[src/rtl/fetch_unit.sv]
`default_nettype none
// +----------------------------------------------------------------------------+
// | fetch_unit : single-request instruction fetch with issue handshake         |
// | Optional target-alignment trap: define FETCH_MISALIGN_TRAP_EN               |
// | Revision   : 1.0                                                            |
// +----------------------------------------------------------------------------+
module fetch_unit #(
   parameter logic [31:0] RESET_PC = 32'h0000_0000
) (
   input  logic        clk,
   input  logic        reset,
   output logic        imemReq,
   output logic [31:0] imemAddr,
   input  logic [31:0] imemRdata,
   input  logic        imemValid,
   output logic [31:0] instr,
   output logic        instrValid,
   input  logic        instrReady,
   input  logic        pcSrc,
   input  logic [31:0] pcTarget,
   output logic [31:0] pcOut,
   output logic [31:0] instrCount,
   output logic        misaligned
);

`ifdef FETCH_MISALIGN_TRAP_EN
   typedef enum logic [1:0] {
      FETCH = 2'd0,
      ISSUE = 2'd1,
      HALT  = 2'd2
   } state_t;
`else
   typedef enum logic [1:0] {
      FETCH = 2'd0,
      ISSUE = 2'd1
   } state_t;
`endif

   state_t      r_state;
   state_t      w_nextState;
   logic [31:0] r_pc;
   logic [31:0] r_instr;
   logic [31:0] r_count;
   logic [31:0] w_target;
   logic [31:0] w_nextPc;
   logic        w_handshake;
   logic        w_misTarget;

`ifdef FETCH_MISALIGN_TRAP_EN
   logic        r_misaligned;

   assign w_target    = pcTarget;
   assign w_misTarget = pcSrc && (pcTarget[1:0] != 2'b00);
   assign misaligned  = r_misaligned;
`else
   // Low address bits are dropped so a redirect always lands word-aligned.
   assign w_target    = pcTarget & 32'hFFFF_FFFC;
   assign w_misTarget = 1'b0;
   assign misaligned  = 1'b0;
`endif

   assign w_nextPc   = pcSrc ? w_target : (r_pc + 32'd4);
   assign pcOut      = r_pc;
   assign imemAddr   = r_pc;
   assign instr      = r_instr;
   assign instrCount = r_count;

   always_ff @(posedge clk) begin
      if (!reset) begin
         r_state <= FETCH;
      end else begin
         r_state <= w_nextState;
      end
   end

   always_comb begin
      w_nextState = r_state;
      imemReq     = 1'b0;
      instrValid  = 1'b0;
      w_handshake = 1'b0;
      case (r_state)
         FETCH: begin
            imemReq = 1'b1;
            if (imemValid) begin
               w_nextState = ISSUE;
            end
         end
         ISSUE: begin
            instrValid = 1'b1;
            if (instrReady) begin
               w_handshake = 1'b1;
               w_nextState = w_misTarget ? state_t'(2'd2) : FETCH;
            end
         end
`ifdef FETCH_MISALIGN_TRAP_EN
         HALT: begin
            w_nextState = HALT;
         end
`endif
         default: begin
            w_nextState = FETCH;
         end
      endcase
   end

   // Only one request is ever outstanding, so the response can be latched directly.
   always_ff @(posedge clk) begin
      if (!reset) begin
         r_pc    <= RESET_PC;
         r_instr <= 32'h0000_0000;
         r_count <= 32'h0000_0000;
      end else begin
         if ((r_state == FETCH) && imemValid) begin
            r_instr <= imemRdata;
         end
         if (w_handshake) begin
            r_pc    <= w_nextPc;
            r_count <= r_count + 32'd1;
         end
      end
   end

`ifdef FETCH_MISALIGN_TRAP_EN
   always_ff @(posedge clk) begin
      if (!reset) begin
         r_misaligned <= 1'b0;
      end else if (w_handshake && w_misTarget) begin
         r_misaligned <= 1'b1;
      end
   end
`endif

endmodule
`default_nettype wire
[config.mk]
export PLATFORM = sky130hd
export DESIGN_NAME = fetch_unit
export DESIGN_NICKNAME = d
export VERILOG_FILES = /design/src/rtl/fetch_unit.sv
export SDC_FILE = /design/constraint.sdc
export NUM_CORES = 1
export LEC_CHECK = 0
export BUFFER_PORTS_ARGS = -buffer_cell sky130_fd_sc_hd__buf_2
export CORE_MARGIN = 1.5
export CORE_UTILIZATION = 53
export CTS_CLUSTER_DIAMETER = 150
export CTS_CLUSTER_SIZE = 16
export DETAILED_ROUTE_END_ITERATION = 7
export GPL_TIMING_DRIVEN = 0
export HOLD_SLACK_MARGIN = 0.1
export PLACE_DENSITY_LB_ADDON = 0.2
export SLEW_MARGIN = 25
export SYNTH_ARGS = -nofsm -noshare
export SYNTH_HDL_FRONTEND = slang
export SYNTH_SLANG_ARGS = --single-unit
export TNS_END_PERCENT = 1
[constraint.sdc]
create_clock -name clk -period 4.9 [get_ports clk]
set_input_delay 0.98 -clock clk [delete_from_list [all_inputs] [get_ports clk]]
set_output_delay 0.98 -clock clk [all_outputs]
set_load 0.05 [all_outputs]
# Yosys cells after proc, flatten, opt, wreduce, memory -nomap -nowiden
# Index checks and enable logic that the tools add are counted.
# word_totals
mem_count	0
wordCells	20
ff_bits	98
latch_bits	0
output_inout_bits	131
ramBits	0
rom_bits	0
input_bits	69
# classes
eq_ne	3
shift	0
n_lt_le_gt_ge	0
n_reduce_logical	3
div	0
n_addsub	2
bitwise_logic	0
n_mul	0
mux	8
# op_table
cell	count
adder 32 x 1 -> 32 bit, second input constant	1
adder 32 x 3 -> 32 bit, second input constant	1
two-way mux 32 bit	1
two-way mux 1 bit	4
two-way mux 2 bit	2
inequality test 2 bit, second input constant	2
case mux 2 bit (2 select lines)	1
equality test 2 x 1 -> 1 bit, second input constant	1
zero test 2 bit	1
AND reduction 2 bit	1
logical AND 1 bit	1

# Longest topological paths before layout
# Gate-level depths: netlist (run 1).
# depth
ltp_word	3
ltp_mapped	7
mapped_depth_nobuf	6

# Worst setup path after synthesis (run 1)
# OpenSTA, ideal clock, no wires.
# synth_path
path_kind	input port to flip-flop
start	in instrReady
end	reg r_count[30], in the netlist instrCount[30]
arrival_time_ns	2.296
cell_stages	6
setup_slack_ns	2.490
required_time_ns	4.785
setup_ns	0.115
path_buffers	1
cell_sequence	nand3_2 or4_4 buf_6 nor4_4 xor2_1 and2_1
# synth_between
elab_chain_cells	2
# synth_lines
element	line	rtl
start: declaration	18	input logic instrReady,
two-way mux 1 bit	90	if (instrReady) begin
two-way mux 1 bit	81	case (r_state)
end signal: assignment	118	r_count <= r_count + 32'd1;
end: declaration	43	logic [31:0] r_count;
# No other way between the ends.
# A chain may end at the register's enable or synchronous reset.

# Worst setup path after layout (run 1)
# layout_path
start	in instrReady
end	reg r_pc[22], in the netlist imemAddr[22]
# layout_between
elab_chain_cells	2
# layout_lines
element	line	rtl
two-way mux 1 bit	90	
two-way mux 1 bit	81	
end signal: assignment	117	r_pc <= w_nextPc;
end: declaration	41	logic [31:0] r_pc;
# No other way between the ends.

==> qor.csv, run 1 <==
stage,metric,value,unit
place,# port buffers,191,
setup_path,r2r setup slk,2.52,ns
sta,RSZ-0062 raised after global routing,false,
grt,gr ovfl total,0,
cts,CTS tree,yes,
cts,H-tree Lvls,3,
cts,Hold Buf Count CTS,0,
cells_and_area,Final Util,69.1,%
min_path,WHS Path Cells,2,
place,DP HPWL,10500,um
power,power after layout,1.78,mW
grt,gr usage total,28.3,%
route,Via density,5.52,
die,Rows,35,
die,Die Ht,100,um
setup_path,crit path DAT,2.76,ns
die,Ports,200,
sta,final slew viol count,0,
sta,setup TNS,0,ns
power,net switching power,0.569,mW
min_path,Hold Crit Start,instr[20]$_SDFFE_PN0P_,
cells_and_area,Seq. cell area,0.00190,mm^2
setup_path,RR Startpoint,imemAddr[2]$_SDFFE_PN0P_,
route,Iteration-0 DRC Markers,458,
cells_and_area,filler instances,811,
power,Worst VDD drop,0.177,mV
sta,Max-slew headroom,57.8,%
synthesis,Synth Flop Type,dfxtp_1,
synthesis,mapped cell area,0.00501,mm^2
route,Pre-antenna DRT Iters,5,
cells_and_area,area of the multi-input gates,0.00266,mm^2
cells_and_area,fin area,0.00636,mm^2
place,DP Area,0.00612,mm^2
power,Gate power share,19.2,%
cells_and_area,final-stage net count,899,
setup_path,worst reg-to-reg path cell count,7,
grt,vias in the first global route,4778,
power,Sw Ratio,32.0,%
cts,CTS buffer count,9,
route,DR vias,5212,
cells_and_area,Area Growth Syn to Fin,26.8,%
setup_path,CP Class,input pin to flip-flop,
route,DRC viols,0,
min_path,Hold Crit Endpoint,instr[20]$_SDFFE_PN0P_,
sta,Period minus WS final,2.48,ns
setup_path,"Max FO, Critical Path",10,
sta,Final Cycle Share,50.5,%
die,Starting Density,54.5,%
setup_path,Worst Setup End Kind,flip-flop,
setup_path,Worst Path Required,5.18,ns
sta,"Hold Vio Cnt, Final",0,
synthesis,Synth area leader,dfxtp_1,
grt,antenna violations before repair,0,
route,final WL,14200,um
cts,CTS max path bufs,2,
setup_path,Crit-path slowest cell,buf_1,
power,power density cells,280,mW/mm^2
route,Post-DRT Antenna Nets,0,
cts,"Clk pin slew, worst setup/hold paths",0.09,ns
synthesis,"flops & latches, synth",95,
cells_and_area,share of post-route cells with drive strength above 1,32.1,%
run_status,outcome,"complete, no violations",
power,part of the power in the clock network,34.3,%
synthesis,sequential-to-total area share from yosys stat,38.0,%
synthesis,Cells after Synth,622,
setup_path,"most used cell, CP",clkbuf_1,
synthesis,Post-synth EDFFs,0,
sta,Fmax,0.404,GHz
place,routability cong.,0.951,
synthesis,Synth Warn #,0,
grt,first-pass GRT wire length,22800,um
sta,worst-margin pin slew,0.634,ns
cts,post-CTS setup buffer count,0,
synthesis,Cell variety after synth,61,
setup_path,reg2reg end,imemAddr[26]$_SDFFE_PN0P_,
job,max-cap violation count,0,
place,Post-Place Cells,928,
grt,largest net degree at the start of global routing,18,
cts,clock sink count,95,
synthesis,dominant cells by area after synthesis,"dfxtp_1 38%, nand2_1 9.3%, a21boi_0 6.1%, buf_4 5.2%, and2_1 3.7%",
route,WL per Instance,15.1,um
cts,post-CTS resize count,0,
die,core area,0.00920,mm^2
cells_and_area,antenna diode count,0,
setup_path,Startpoint Class,input pin,
synthesis,Post-synth ARST share,0,%
synthesis,Synth top area share,38.0,%
power,sequential power share,46.6,%
min_path,type of the tightest min-delay check,flip-flop to flip-flop,
power,leakage,3.05,nW
setup_path,worst path cell trace,"buf_2, and2_2, clkbuf_1, clkbuf_1, buf_1, nand3_1, o211ai_1",
setup_path,"Largest stage delay, worst path",0.49,ns
die,Die ar.,0.0100,mm^2
die,Die X,100,um
cells_and_area,non-filler instance count after layout,944,
cts,latest clock arrival within the worst-skew pair,0.36,ns
sta,Worst Clk Skew,0.0112,ns
synthesis,syn avg cell area,8.06,um^2
cts,Root Buffer,clkbuf_8,
power,Int Pwr,1.21,mW
sta,Setup-failing EPs final,0,
worst max-delay path, delay by kind of cell:
family | cells | cell delay [ns]
compound gates | 1 | 0.19
buf+inv | 4 | 1.30
simple gates | 2 | 0.28
final cells by class:
type	count	share of cell area [%]
multi-input combinational	449	41.8
sequential	95	29.9
timing repair buffer	191	15.0
buffer	75	6.93
tap	111	2.19
clock buffer	10	2.17
clock inverter	6	1.54
inverter	7	0.413
synthesized netlist by cell type, drive strengths merged (4+ instances only):
cell and instances:
nand3 29, a32oi 5, and2 32, or4 4
nor3 9, xnor2 14, clkbuf 30, dfxtp 95
nand4 21, and4 6, nor2 28, xor2 14
a21boi 43, buf 45, a31oi 6, o21ai 25
and3 8, mux2i 6, nand2 124, a21oi 16
nor4 11, nor2b 5, inv 6
stage by stage:
stage / setup WS [ns] / hold slack, ns
2_1_floorplan: 2.49 / 0.676
3_3_place_gp: 2.13 / 0.448
3_5_place_dp: 2.13 / 0.457
4_1_cts: 2.45 / 0.472
5_1_grt: 2.27 / 0.488
6_report: 2.42 / 0.467
layer usage:
metal	GRT usage (%)	vias up	wire (um)
li1	-	2530	-
met1	37.2	2412	6050
met2	47.7	243	6830
met3	3.62	27	1090
met4	9.97	0	252
met5	0	-	0
flip-flops by register name, indices dropped and copies added (netlist names):
name and cells:
instrCount 32, imemAddr 30, r_state 1, instr 32
placed cells by master (no fill, tap or decap), types with 4 or more instances in the layout:
cell type	n
nor4_1	9
o21ai_0	25
dfxtp_1	95
buf_1	6
nand2_1	124
buf_4	35
inv_1	6
a31oi_1	6
clkbuf_1	29
nand4_1	19
a21boi_0	41
xor2_1	14
nand3_1	27
and4_1	4
conb_1	5
nor2_1	28
a32oi_1	5
a21oi_1	16
and2_1	30
mux2i_1	6
buf_2	193
and3_1	8
nor3_1	8
xnor2_1	14
nor2b_1	5
clkbuf_8	11
how the worst max path moves through the flow:
| stage | startpoint | to | slack (ns) |
|---|---|---|---|
| finish | instrReady | imemAddr[22]$_SDFFE_PN0P_ | 2.42 |
| global route | instrReady | imemAddr[22]$_SDFFE_PN0P_ | 2.27 |
| detailed placement | instrReady | imemAddr[22]$_SDFFE_PN0P_ | 2.13 |
| CTS | instrReady | imemAddr[22]$_SDFFE_PN0P_ | 2.45 |
| global placement | instrReady | imemAddr[14]$_SDFFE_PN0P_ | 2.13 |
| floorplan | instrReady | instrCount[30]$_SDFFE_PN0P_ | 2.49 |
logic make-up (layout without fill, tap and decap cells):
kind of cell,count (synthesis),after routing,synth area share [%]
AND/OR/NAND/NOR,287,287,29.6
other,1,5,0.0748
multiplexers,6,6,1.20
AO/OA/AOI/OAI,121,121,16.5
XOR/XNOR,28,28,4.89
adder cells (fa/ha/maj),2,2,0.499
flip-flops,95,95,38.0
buffers and inverters,82,289,9.31
power groups by stage:
stage               Sequential (mW)  Clock (mW)  Combinational (mW)
finish                        0.828       0.609               0.341
global placement              0.843           0               0.335
detailed placement            0.845           0               0.339
floorplan                     0.935           0               0.151
CTS                           0.827       0.617               0.340
global route                  0.832       0.646               0.363
(Power assumes the default switching activity.)
==> run 2, diff against run 1 <==
--- a/config.mk
+++ b/config.mk
@@ -5,9 +5,10 @@
 export SDC_FILE = /design/constraint.sdc
 export NUM_CORES = 1
 export LEC_CHECK = 0
+export ABC_AREA = 1
 export BUFFER_PORTS_ARGS = -buffer_cell sky130_fd_sc_hd__buf_2
 export CORE_MARGIN = 1.5
-export CORE_UTILIZATION = 53
+export CORE_UTILIZATION = 50
 export CTS_CLUSTER_DIAMETER = 150
 export CTS_CLUSTER_SIZE = 16
 export DETAILED_ROUTE_END_ITERATION = 7
==> constraint.sdc (replaced) <==
create_clock -name clk -period 2.35 [get_ports clk]
set_input_delay 0.47 -clock clk [delete_from_list [all_inputs] [get_ports clk]]
set_output_delay 0.47 -clock clk [all_outputs]
set_load 0.05 [all_outputs]
==> qor.csv, run 2 <==
stage,metric,value,unit,change
route,highest routed layer,met4,,
route,DRC viols,0,,unchanged
synthesis,Cells after Synth,827,,+33%
synthesis,Post-synth EDFFs,0,,unchanged
setup_path,worst reg-to-reg path cell count,8,,+1
min_path,Hold Crit Endpoint,instr[27]$_SDFFE_PN0P_,,
cts,"Clk pin slew, worst setup/hold paths",0.10,ns,about the same
min_path,Hold Crit Start,imemRdata[27],,
cts,CTS tree,yes,,
synthesis,Synth area leader,dfxtp_1,,
die,Die X,106,um,+5.9%
route,WL per Instance,12.9,um,-15%
synthesis,Synth Flop Type,dfxtp_1,,
route,routed length on met1,6910,um,+14%
sta,Fmax,0.568,GHz,
setup_path,Startpoint Class,flip-flop,,
sta,Max-slew headroom,62.9,%,+5.1 points
grt,gr ovfl total,0,,unchanged
place,pre-CTS setup slack,0.542,ns,-1.58 ns
place,DP HPWL,11900,um,+13%
route,Post-DRT Antenna Nets,0,,unchanged
synthesis,Synth Warn #,0,,unchanged
sta,worst-margin pin slew,0.557,ns,-0.0766 ns
cts,CTS buffer count,9,,unchanged
setup_path,Worst Setup End Kind,primary output,,
sta,RSZ-0062 raised after global routing,false,,
cts,latest clock arrival within the worst-skew pair,0.37,ns,about the same
grt,first-pass GRT wire length,24600,um,+8.1%
synthesis,syn avg cell area,6.43,um^2,-20%
power,power density cells,527,mW/mm^2,+89%
synthesis,sequential-to-total area share from yosys stat,35.7,%,-2.2 points
power,power after layout,3.50,mW,+97%
place,routability cong.,0.978,,+2.9%
sta,Worst Clk Skew,0.00934,ns,-0.00189 ns
synthesis,most common library cells after synthesis,"199 x nor2_1, 183 x nand2_1, 95 x dfxtp_1",,
setup_path,r2r setup slk,0.62,ns,-1.90 ns
min_path,type of the tightest min-delay check,input pin to flip-flop,,
synthesis,most common cell in the synthesized netlist,nor2_1,,
cells_and_area,antenna diode count,0,,unchanged
die,Die ar.,0.0113,mm^2,+12%
die,Rows,37,,+5.7%
cts,post-CTS setup buffer count,0,,unchanged
synthesis,dominant cells by area after synthesis,"dfxtp_1 36%, nor2_1 14%, nand2_1 13%, o21ai_0 6.9%, inv_1 5.1%",,
route,final WL,15100,um,+6.1%
route,Via density,4.88,,-12%
sta,final slew viol count,0,,unchanged
setup_path,RR Startpoint,instrCount[1]$_SDFFE_PN0P_,,
route,Routed met2 length,6990,um,+2.4%
synthesis,Cell variety after synth,36,,-41%
cells_and_area,"commonest non-fill, non-tap cells in the layout","199 x nor2_1, 199 x buf_2, 183 x nand2_1, 95 x dfxtp_1",,
setup_path,"Max FO, Critical Path",6,,-4
job,max-cap violation count,0,,unchanged
sta,Setup-failing EPs final,0,,unchanged
cts,Root Buffer,clkbuf_8,,
cells_and_area,Area Growth Syn to Fin,24.9,%,
sta,setup TNS,0,ns,unchanged
cts,CTS max path bufs,2,,unchanged
min_path,WHS Path Cells,3,,+1
cells_and_area,final-stage net count,1105,,+23%
grt,vias in the first global route,5143,,+7.6%
cts,Hold Buf Count CTS,0,,unchanged
sta,Period minus WS final,1.76,ns,
route,metal3 WL,971,um,-11%
route,Pre-antenna DRT Iters,5,,unchanged
grt,antenna violations before repair,0,,unchanged
power,leakage,3.20,nW,+4.9%
synthesis,mapped cell area,0.00532,mm^2,+6.2%
route,DR vias,5729,,+9.9%
setup_path,CP Class,flip-flop to primary output,,
run_status,outcome,"complete, no violations",,
cells_and_area,non-filler instance count after layout,1175,,+24%
die,Starting Density,51.5,%,-2.9 points
die,Ports,200,,unchanged
synthesis,Post-synth ARST share,0,%,unchanged
grt,gr usage total,27.3,%,-0.92 points
synthesis,Synth top area share,35.7,%,-2.2 points
place,Post-Place Cells,1159,,+25%
cts,clock sink count,95,,unchanged
die,Die Ht,106,um,+5.9%
setup_path,Worst Path Required,1.88,ns,-3.30 ns
synthesis,"flops & latches, synth",95,,unchanged
route,Iteration-0 DRC Markers,342,,-25%
place,# port buffers,192,,+0.52%
grt,largest net degree at the start of global routing,18,,unchanged
cts,post-CTS resize count,0,,unchanged
cells_and_area,filler instances,1015,,+25%
sta,Final Cycle Share,75.0,%,
sta,fin worst setup slack,0.588,ns,-1.83 ns
cts,H-tree Lvls,3,,unchanged
die,core area,0.0103,mm^2,+12%
sta,"Hold Vio Cnt, Final",0,,unchanged
setup_path,reg2reg end,instrCount[22]$_SDFFE_PN0P_,,
power,Worst VDD drop,0.428,mV,+140%
cells_and_area,share of post-route cells with drive strength above 1,27.6,%,-4.4 points
setup_path,crit path DAT,1.29,ns,-1.47 ns
run 2: changes by cell type in the layout (fill, tap and decap cells not counted), moves of 30 or more:
| cell | change |
|---|---|
| nand2_1 | +59 |
| inv_1 | +67 |
| o21ai_0 | +48 |
| nor2_1 | +171 |
| a21boi_0 | -41 |
| and2_1 | -30 |
run 2: worst max-delay path by stage:
| stage | slack (ns) | to | cells after the start | startpoint |
|---|---|---|---|---|
| 2_1_floorplan | 0.47 | imemAddr[30]$_SDFFE_PN0P_ | 10 | imemAddr[3]$_SDFFE_PN0P_ |
| 3_3_place_gp | 0.58 | imemAddr[28]$_SDFFE_PN0P_ | 7 | instrReady |
| 3_5_place_dp | 0.54 | imemAddr[28]$_SDFFE_PN0P_ | 7 | instrReady |
| 4_1_cts | 0.58 | pcOut[13] | 2 | imemAddr[13]$_SDFFE_PN0P_ |
| 5_1_grt | 0.41 | imemAddr[30]$_SDFFE_PN0P_ | 10 | imemAddr[2]$_SDFFE_PN0P_ |
| 6_report | 0.59 | pcOut[21] | 2 | imemAddr[21]$_SDFFE_PN0P_ |
run 2: report_power, final:
| part | total [mW] | internal, mW | switching [mW] |
|---|---|---|---|
| clock network | 1.02 | 0.396 | 0.629 |
| logic | 0.742 | 0.198 | 0.544 |
| registers | 1.74 | 1.68 | 0.0607 |
| total | 3.50 | 2.27 | 1.23 |
run 2: routing by layer:
layer  vias to the layer above  GRT usage [%]
li1                       2981              -
met1                      2529           36.4
met2                       199           44.5
met3                        20           6.07
met4                         0           7.63
met5                         -              0
run 2: cell families (layout without fill, tap and decap cells):
logic type	count (synthesis)	count (layout)	share of synthesized area, %
AND/OR/NAND/NOR	476	476	38.9
buffers and inverters	135	343	12.2
AO/OA/AOI/OAI	105	105	10.4
flip-flops	95	95	35.7
XOR/XNOR	12	12	1.98
adder cells (fa/ha/maj)	2	2	0.470
other	1	5	0.0705
multiplexers	1	1	0.188
run 2: cell type report:
cell class	count	area [um^2]	share of cell area, %
multi-input cells	601	2780	41.9
clock buffers	9	124	1.86
flip-flops and latches	95	1900	28.6
repair buffers	192	961	14.5
well taps	136	170	2.56
plain buffers	57	358	5.38
clock inverters	7	56.3	0.847
inverters	78	293	4.40
run 2: critical path, stage by stage (launching register included):
cell and delay [ns]:
dfxtp_1 0.51, buf_4 0.16, buf_2 0.25
run 2: metrics by stage:
| step | util (%) | cell area [um^2] | hold slack [ns] |
|---|---|---|---|
| final | 64.4 | 6650 | 0.314 |
| after global routing | 64.4 | 6650 | 0.298 |
| after CTS | 64.4 | 6650 | 0.299 |
| after detailed placement | 62.6 | 6470 | 0.490 |
| after global placement | 62.6 | 6470 | 0.485 |
| after floorplan | - | 5340 | 0.605 |
